File: config.mk
export PLATFORM = sky130hd
export DESIGN_NAME = bp_be_branch_resolver_flat
export DESIGN_NICKNAME = d
export VERILOG_FILES = /design/src/rtl/bp_be_branch_resolver_if.sv /design/src/rtl/bp_be_branch_resolver.sv /design/src/flat_wrapper.sv
export SDC_FILE = /design/constraint.sdc
export NUM_CORES = 1
export LEC_CHECK = 0
export ABC_AREA = 1
export BUFFER_PORTS_ARGS = -buffer_cell sky130_fd_sc_hd__buf_2
export CAP_MARGIN = 20
export CORE_MARGIN = 5
export CORE_UTILIZATION = 50
export DETAILED_ROUTE_END_ITERATION = 8
export GPL_ROUTABILITY_DRIVEN = 1
export PLACE_DENSITY = 0.85
export SLEW_MARGIN = 0
export SYNTH_ARGS = -nofsm -noshare
export SYNTH_HDL_FRONTEND = slang
export SYNTH_SLANG_ARGS = --single-unit
File: constraint.sdc
create_clock -name clk_i -period 3.7 [get_ports clk_i]
set_input_delay 0.555 -clock clk_i [delete_from_list [all_inputs] [get_ports clk_i]]
set_output_delay 0.555 -clock clk_i [all_outputs]
set_load 0.1 [all_outputs]
File: src/rtl/bp_be_branch_resolver_if.sv
// -----------------------------------------------------------------------------
// bp_be_branch_resolver_if
//   Bundle between the integer pipe / frontend command path and the branch
//   resolver. Carries the resolved-branch result, the redirect command with its
//   yumi handshake, and the performance counters.
//
//   Parameters
//     vaddr_width_p : virtual address width of npc / pred_npc / redirect_npc
//     ctr_width_p   : width of each saturating performance counter
//
//   Modports
//     master : pipe/frontend side. Drives the result and redirect_yumi_i, and
//              observes ready, the redirect command and the counters.
//     slave  : resolver side (the opposite directions).
// -----------------------------------------------------------------------------
interface bp_be_branch_resolver_if #(
   parameter int vaddr_width_p = 39,
   parameter int ctr_width_p   = 32
);
   // Resolved branch result from the integer pipe
   logic                     v_i;
   logic                     branch_i;
   logic                     btaken_i;
   logic [vaddr_width_p-1:0] npc_i;
   logic [vaddr_width_p-1:0] pred_npc_i;
   logic                     instr_misaligned_v_i;
   logic                     flush_i;
   logic                     ready_o;

   // Redirect command toward the frontend
   logic                     redirect_v_o;
   logic [vaddr_width_p-1:0] redirect_npc_o;
   logic                     redirect_taken_o;
   logic                     redirect_misaligned_o;
   logic                     redirect_yumi_i;
   logic                     mispredict_o;

   // Performance monitoring
   logic [ctr_width_p-1:0]   branch_cnt_o;
   logic [ctr_width_p-1:0]   mispredict_cnt_o;

   modport master (
      output v_i, branch_i, btaken_i, npc_i, pred_npc_i,
             instr_misaligned_v_i, flush_i, redirect_yumi_i,
      input  ready_o, redirect_v_o, redirect_npc_o, redirect_taken_o,
             redirect_misaligned_o, mispredict_o, branch_cnt_o, mispredict_cnt_o
   );

   modport slave (
      input  v_i, branch_i, btaken_i, npc_i, pred_npc_i,
             instr_misaligned_v_i, flush_i, redirect_yumi_i,
      output ready_o, redirect_v_o, redirect_npc_o, redirect_taken_o,
             redirect_misaligned_o, mispredict_o, branch_cnt_o, mispredict_cnt_o
   );
endinterface

File: src/rtl/bp_be_branch_resolver.sv
// -----------------------------------------------------------------------------
// bp_be_branch_resolver
//   Consumer end of the integer pipe's branch-result interface. Compares each
//   resolved next PC against the frontend's prediction; on a mispredict or a
//   misaligned target it raises a registered redirect command and holds it
//   until the frontend takes it (redirect_yumi_i) or the pipe is flushed.
//   Saturating branch / mispredict counters are kept for perf monitoring.
//
//   Ports
//     clk_i   : clock, all state on the rising edge
//     reset_i : asynchronous, active-high reset
//     bus     : bp_be_branch_resolver_if.slave
//               in  : v_i, branch_i, btaken_i, npc_i, pred_npc_i,
//                     instr_misaligned_v_i, flush_i, redirect_yumi_i
//               out : ready_o, redirect_v_o, redirect_npc_o, redirect_taken_o,
//                     redirect_misaligned_o, mispredict_o,
//                     branch_cnt_o, mispredict_cnt_o
// -----------------------------------------------------------------------------
module bp_be_branch_resolver #(
   parameter int vaddr_width_p = 39,
   parameter int ctr_width_p   = 32
) (
   input  logic                      clk_i,
   input  logic                      reset_i,
   bp_be_branch_resolver_if.slave    bus
);

   typedef enum logic {
      RUN  = 1'b0,
      HOLD = 1'b1
   } state_e;

   state_e                   state;
   logic                     redirect_v;
   logic [vaddr_width_p-1:0] redirect_npc;
   logic                     redirect_taken;
   logic                     redirect_misaligned;
   logic                     mispredict;
   logic [ctr_width_p-1:0]   branch_cnt;
   logic [ctr_width_p-1:0]   mispredict_cnt;

   logic resolve;
   logic mis;

   // Anything presented while HOLD is wrong-path and is neither captured nor
   // counted; a flush also kills the result in the same cycle.
   assign resolve = bus.v_i & bus.branch_i & (state == RUN) & ~bus.flush_i;
   assign mis     = (bus.npc_i != bus.pred_npc_i);

   // NOTE: ready is a plain continuous assign of the state, so no latch can be
   // inferred and it reacts to an asynchronous reset without a clock.
   assign bus.ready_o = (state == RUN);

   // NOTE: every register here, payload included, is reset; the payload is a
   // handful of flops, not a memory, and a known value keeps the outputs clean.
   always_ff @(posedge clk_i or posedge reset_i) begin
      if (reset_i) begin
         state               <= RUN;
         redirect_v          <= 1'b0;
         redirect_npc        <= '0;
         redirect_taken      <= 1'b0;
         redirect_misaligned <= 1'b0;
         mispredict          <= 1'b0;
         branch_cnt          <= '0;
         mispredict_cnt      <= '0;
      end else begin
         // NOTE: non-blocking assignments only, so every register samples the
         // pre-edge value of every other register regardless of order.
         mispredict <= 1'b0;   // one-cycle pulse

         if (bus.flush_i) begin
            // Flush wins over yumi and over any new result.
            state      <= RUN;
            redirect_v <= 1'b0;
         end else begin
            unique case (state)
               RUN: begin
                  if (resolve && (bus.instr_misaligned_v_i || mis)) begin
                     state               <= HOLD;
                     redirect_v          <= 1'b1;
                     redirect_npc        <= bus.npc_i;
                     redirect_taken      <= bus.btaken_i;
                     redirect_misaligned <= bus.instr_misaligned_v_i;
                     mispredict          <= 1'b1;
                  end
               end
               HOLD: begin
                  if (bus.redirect_yumi_i) begin
                     state      <= RUN;
                     redirect_v <= 1'b0;
                  end
               end
               default: state <= RUN;
            endcase
         end

         if (resolve) begin
            if (branch_cnt != '1) branch_cnt <= branch_cnt + 1'b1;
            // A misaligned target is an exception, not a mispredict.
            if (mis && !bus.instr_misaligned_v_i && (mispredict_cnt != '1))
               mispredict_cnt <= mispredict_cnt + 1'b1;
         end
      end
   end

   assign bus.redirect_v_o          = redirect_v;
   assign bus.redirect_npc_o        = redirect_npc;
   assign bus.redirect_taken_o      = redirect_taken;
   assign bus.redirect_misaligned_o = redirect_misaligned;
   assign bus.mispredict_o          = mispredict;
   assign bus.branch_cnt_o          = branch_cnt;
   assign bus.mispredict_cnt_o      = mispredict_cnt;

endmodule
File: src/flat_wrapper.sv
// flat-port wrapper written by rule: the top's interface ports become plain ports
module bp_be_branch_resolver_flat 
#(
   parameter int vaddr_width_p = 39,
   parameter int ctr_width_p   = 32
)
  (clk_i, reset_i, bus_v_i, bus_branch_i, bus_btaken_i, bus_npc_i, bus_pred_npc_i, bus_instr_misaligned_v_i, bus_flush_i, bus_redirect_yumi_i, bus_ready_o, bus_redirect_v_o, bus_redirect_npc_o, bus_redirect_taken_o, bus_redirect_misaligned_o, bus_mispredict_o, bus_branch_cnt_o, bus_mispredict_cnt_o);
  bp_be_branch_resolver_if #(.vaddr_width_p(vaddr_width_p), .ctr_width_p(ctr_width_p)) bus_i ();
  input  logic clk_i;
  input  logic reset_i;
  input wire logic [$bits(bus_i.v_i)-1:0] bus_v_i;
  input wire logic [$bits(bus_i.branch_i)-1:0] bus_branch_i;
  input wire logic [$bits(bus_i.btaken_i)-1:0] bus_btaken_i;
  input wire logic [$bits(bus_i.npc_i)-1:0] bus_npc_i;
  input wire logic [$bits(bus_i.pred_npc_i)-1:0] bus_pred_npc_i;
  input wire logic [$bits(bus_i.instr_misaligned_v_i)-1:0] bus_instr_misaligned_v_i;
  input wire logic [$bits(bus_i.flush_i)-1:0] bus_flush_i;
  input wire logic [$bits(bus_i.redirect_yumi_i)-1:0] bus_redirect_yumi_i;
  output wire logic [$bits(bus_i.ready_o)-1:0] bus_ready_o;
  output wire logic [$bits(bus_i.redirect_v_o)-1:0] bus_redirect_v_o;
  output wire logic [$bits(bus_i.redirect_npc_o)-1:0] bus_redirect_npc_o;
  output wire logic [$bits(bus_i.redirect_taken_o)-1:0] bus_redirect_taken_o;
  output wire logic [$bits(bus_i.redirect_misaligned_o)-1:0] bus_redirect_misaligned_o;
  output wire logic [$bits(bus_i.mispredict_o)-1:0] bus_mispredict_o;
  output wire logic [$bits(bus_i.branch_cnt_o)-1:0] bus_branch_cnt_o;
  output wire logic [$bits(bus_i.mispredict_cnt_o)-1:0] bus_mispredict_cnt_o;
  assign bus_i.v_i = bus_v_i;
  assign bus_i.branch_i = bus_branch_i;
  assign bus_i.btaken_i = bus_btaken_i;
  assign bus_i.npc_i = bus_npc_i;
  assign bus_i.pred_npc_i = bus_pred_npc_i;
  assign bus_i.instr_misaligned_v_i = bus_instr_misaligned_v_i;
  assign bus_i.flush_i = bus_flush_i;
  assign bus_i.redirect_yumi_i = bus_redirect_yumi_i;
  assign bus_ready_o = bus_i.ready_o;
  assign bus_redirect_v_o = bus_i.redirect_v_o;
  assign bus_redirect_npc_o = bus_i.redirect_npc_o;
  assign bus_redirect_taken_o = bus_i.redirect_taken_o;
  assign bus_redirect_misaligned_o = bus_i.redirect_misaligned_o;
  assign bus_mispredict_o = bus_i.mispredict_o;
  assign bus_branch_cnt_o = bus_i.branch_cnt_o;
  assign bus_mispredict_cnt_o = bus_i.mispredict_cnt_o;
  bp_be_branch_resolver #(.vaddr_width_p(vaddr_width_p), .ctr_width_p(ctr_width_p)) u_core (.clk_i(clk_i), .reset_i(reset_i), .bus(bus_i));
endmodule
==> impl_metrics.tcl <==
set metrics [dict create \
    synth_compound_area_frac 0.008872 \
    p_leak_nw 4.341 \
    clock_latency_ns 0.35 \
    hold_violations 0 \
    synth_top_area_cell "dfrtp_1" \
    synth-xor-area-share 0.09523 \
    tightest_slew_ns 0.8459 \
    layout.nets 1163 \
    multiInputGateArea_um2 3209 \
    numClockSinks 108 \
    synth_top_family_by_area "simple AND/OR/NAND/NOR gates" \
    grt_first_pass_wirelength_um 28970 \
    synthAdderAreaFrac 0.003943 \
    ff_latch_area_um2 2703 \
    cp_max_fo 33 \
    synth_area_um2 6346 \
    status "completed" \
    max-slew-margin-rel 0.4360 \
    final_cells 1252 \
    gr-usage-all-layers 0.2429 \
    synth_top_area_frac 0.4259 \
    hold_buffers 0 \
    cts_buffers 9 \
    die-width_um 122.7 \
    finalSetupTns_ns 0 \
    synthArstFlopShare 1.000 \
    die_area_um2 15050 \
    fillers 1174 \
    drt_iter0_markers 518 \
    ys_seq_elements 108 \
    finalCriticalPeriod_ns 2.476 \
    grt_pass1_vias 6065 \
    synth_warnings 0 \
    gp_congestion 0.9560 \
    drc 0 \
    clk_path_buf_depth 2 \
    postCtsSetupBuffers 0 \
    clk_pin_slew_worst_paths_ns 0.08 \
    r2r_setup_slack_ns 1.22 \
    synth_cell_types 31 \
    final_core_util 0.6205 \
    drt-vias-per-instance 5.064 \
    crit_required_ns 3.94 \
    start_kind "register" \
    hold_path.class "input port to asynchronous set/reset pin" \
    drive_above_1_share 0.2185 \
    p_per_area_nw_per_um2 518.8 \
    worstPathArrival_ns 2.71 \
    io_buffers 193 \
    path_common_cell "nand2_1" \
    end_kind "register" \
    synthFlopType "dfrtp_1" \
    synthesis.nets 975 \
    fin_skew_ns 0.01153 \
    muxShareOfSynthArea 0 \
    htree_levels 3 \
    grt_remaining_overflow 0 \
    synth_most_common_cell "nand2_1" \
    cts_resized 0 \
    antenna_found_initial 0 \
    first_pass_iters 5 \
    synthTopCellsByCount "nand2_1, dfrtp_1, inv_1" \
    rsz0062_at_grt "false" \
    diodes 0 \
    drtAntennaViolNets 0 \
    root_buffer "clkbuf_16" \
    grt_max_degree 70 \
    io_pins 194 \
    avgSynthCellArea_um2 7.155 \
    cts_tree "built" \
    dpl.hpwl_um 13550 \
    postSynthCellCount 887 \
    vias 6340 \
    dieHeight_um 122.7 \
    ys_seq_area_frac 0.4259 \
    max_cap_viol_count 0 \
    initial_utilization 0.5070 \
    placed_cells 1236 \
    crit_family "simple AND/OR/NAND/NOR gates" \
    crit_chain "ha_1 > nand3_2 > nor2_4 > nand2_4 > nor2_4 > nand3b_1 > nand2_1 > inv_2 > nand3_4 > nand2_1 > nand2_1" \
    synthSimpleGateAreaFrac 0.3969 \
    crit_buf_inv 1 \
    irDropWorstVdd_v 0.0004202 \
    synth_edf_count 0 \
    fin_crit_sh 0.6691 \
    yosys-top-cells-area "dfrtp_1, nand2_1, xor2_1" \
    critPathMaxStageDelay_ns 0.48 \
    synthToLayoutAreaGrowth_pct 22.38 \
    critical_path.slowest_cell "dfrtp_1" \
    path_class "register to register" \
    routed_wl_um 17750 \
    rows 41 \
    total_power_mw 4.029 \
    core_um2 12520 \
    finalSetupViolCount 0 \
    wl_per_cell_um 14.17 \
    slew_viol_final 0 \
    max_freq_mhz 403.9 \
]
final cells by class:
type / instances / area share
clock inverters: 7 / 0.01047
flip-flops and latches: 108 / 0.3480
repair buffers: 200 / 0.1311
clock buffers: 9 / 0.02900
inverters: 83 / 0.04044
well taps: 172 / 0.02771
multi-input cells: 673 / 0.4132
path summary, 6_finish.rpt:
path / startpoint / endpoint / depth (start not counted)
setup / recovery: u_core.bus.mispredict_cnt_o[0] / u_core.bus.mispredict_cnt_o[28] / 11
hold / removal: reset_i / u_core.bus.mispredict_cnt_o[10] / 2
setup reg to reg: u_core.bus.mispredict_cnt_o[0] / u_core.bus.mispredict_cnt_o[28] / 11
hold reg to reg: u_core.bus.redirect_npc_o[34] / u_core.bus.redirect_npc_o[34] / 2
max in group asynchronous: reset_i / u_core.bus.branch_cnt_o[0] / 3
min in group clk_i: bus_redirect_yumi_i / u_core.state / 2
through the flow:
stage	area, um^2	worst slack, ns	hold slack [ns]
final	7766	1.224	0.3764
after global routing	7766	1.022	0.3683
after CTS	7766	1.250	0.3648
after detailed placement	7460	1.195	0.4599
after global placement	7460	1.199	0.4575
after floorplan	6346	0.2994	0.5142
per-layer routing:
metal	global-route usage	share of wire	up-vias	wire [um]
li1	-	-	3126	-
met1	0.3138	0.42	2910	7419
met2	0.3885	0.48	264	8431
met3	0.05622	0.078	40	1388
met4	0.1099	0.028	0	505
met5	0	0	-	0
cell families (layout without fill, tap and decap cells):
family	after synthesis	after routing
flops	108	108
compound gates	9	9
buf+inv	106	299
xor+xnor	69	69
simple gates	593	593
fa+ha+maj	2	2
registers in the layout (all words and copies together) (netlist names):
name / cells
u_core.bus.mispredict_o: 1
u_core.state: 1
u_core.bus.redirect_misaligned_o: 1
u_core.bus.branch_cnt_o: 32
u_core.bus.redirect_v_o: 1
u_core.bus.redirect_taken_o: 1
u_core.bus.redirect_npc_o: 39
u_core.bus.mispredict_cnt_o: 32
where the power goes:
part | switching (mW) | internal, mW
Combinational | 1.34 | 0.243
Clock | 0.461 | 0.536
Sequential | 0.128 | 1.32
Total | 1.93 | 2.10
worst reg2reg max path, stage by stage, from the launching register on:
cell and delay [ns]:
dfrtp_1 0.48, ha_1 0.29, nand3_2 0.11, nor2_4 0.07
nand2_4 0.09, nor2_4 0.07, nand3b_1 0.09, nand2_1 0.06
inv_2 0.43, nand3_4 0.42, nand2_1 0.18, nand2_1 0.06
cell usage in the layout, fill, tap and decap left out, types with 2 or more instances in the layout:
| cell | netlist | routed |
|---|---|---|
| and3_1 | 2 | 2 |
| o21ai_1 | 5 | 5 |
| clkinv_4 | 0 | 2 |
| dfrtp_1 | 108 | 108 |
| nor2_1 | 68 | 68 |
| inv_6 | 0 | 2 |
| xor2_1 | 42 | 42 |
| xnor2_1 | 27 | 27 |
| inv_2 | 6 | 6 |
| nor3_2 | 3 | 4 |
| buf_2 | 12 | 193 |
| nor3_1 | 29 | 28 |
| nand3_2 | 2 | 2 |
| nand3_1 | 18 | 18 |
| ha_1 | 2 | 2 |
| buf_4 | 1 | 7 |
| nor3b_1 | 2 | 2 |
| nand2_1 | 408 | 408 |
| inv_1 | 77 | 76 |
| clkbuf_16 | 0 | 9 |
| nand3b_1 | 9 | 9 |
| nand4_1 | 46 | 46 |
| nor2_4 | 2 | 2 |
Power figures use the tool's default switching activity.
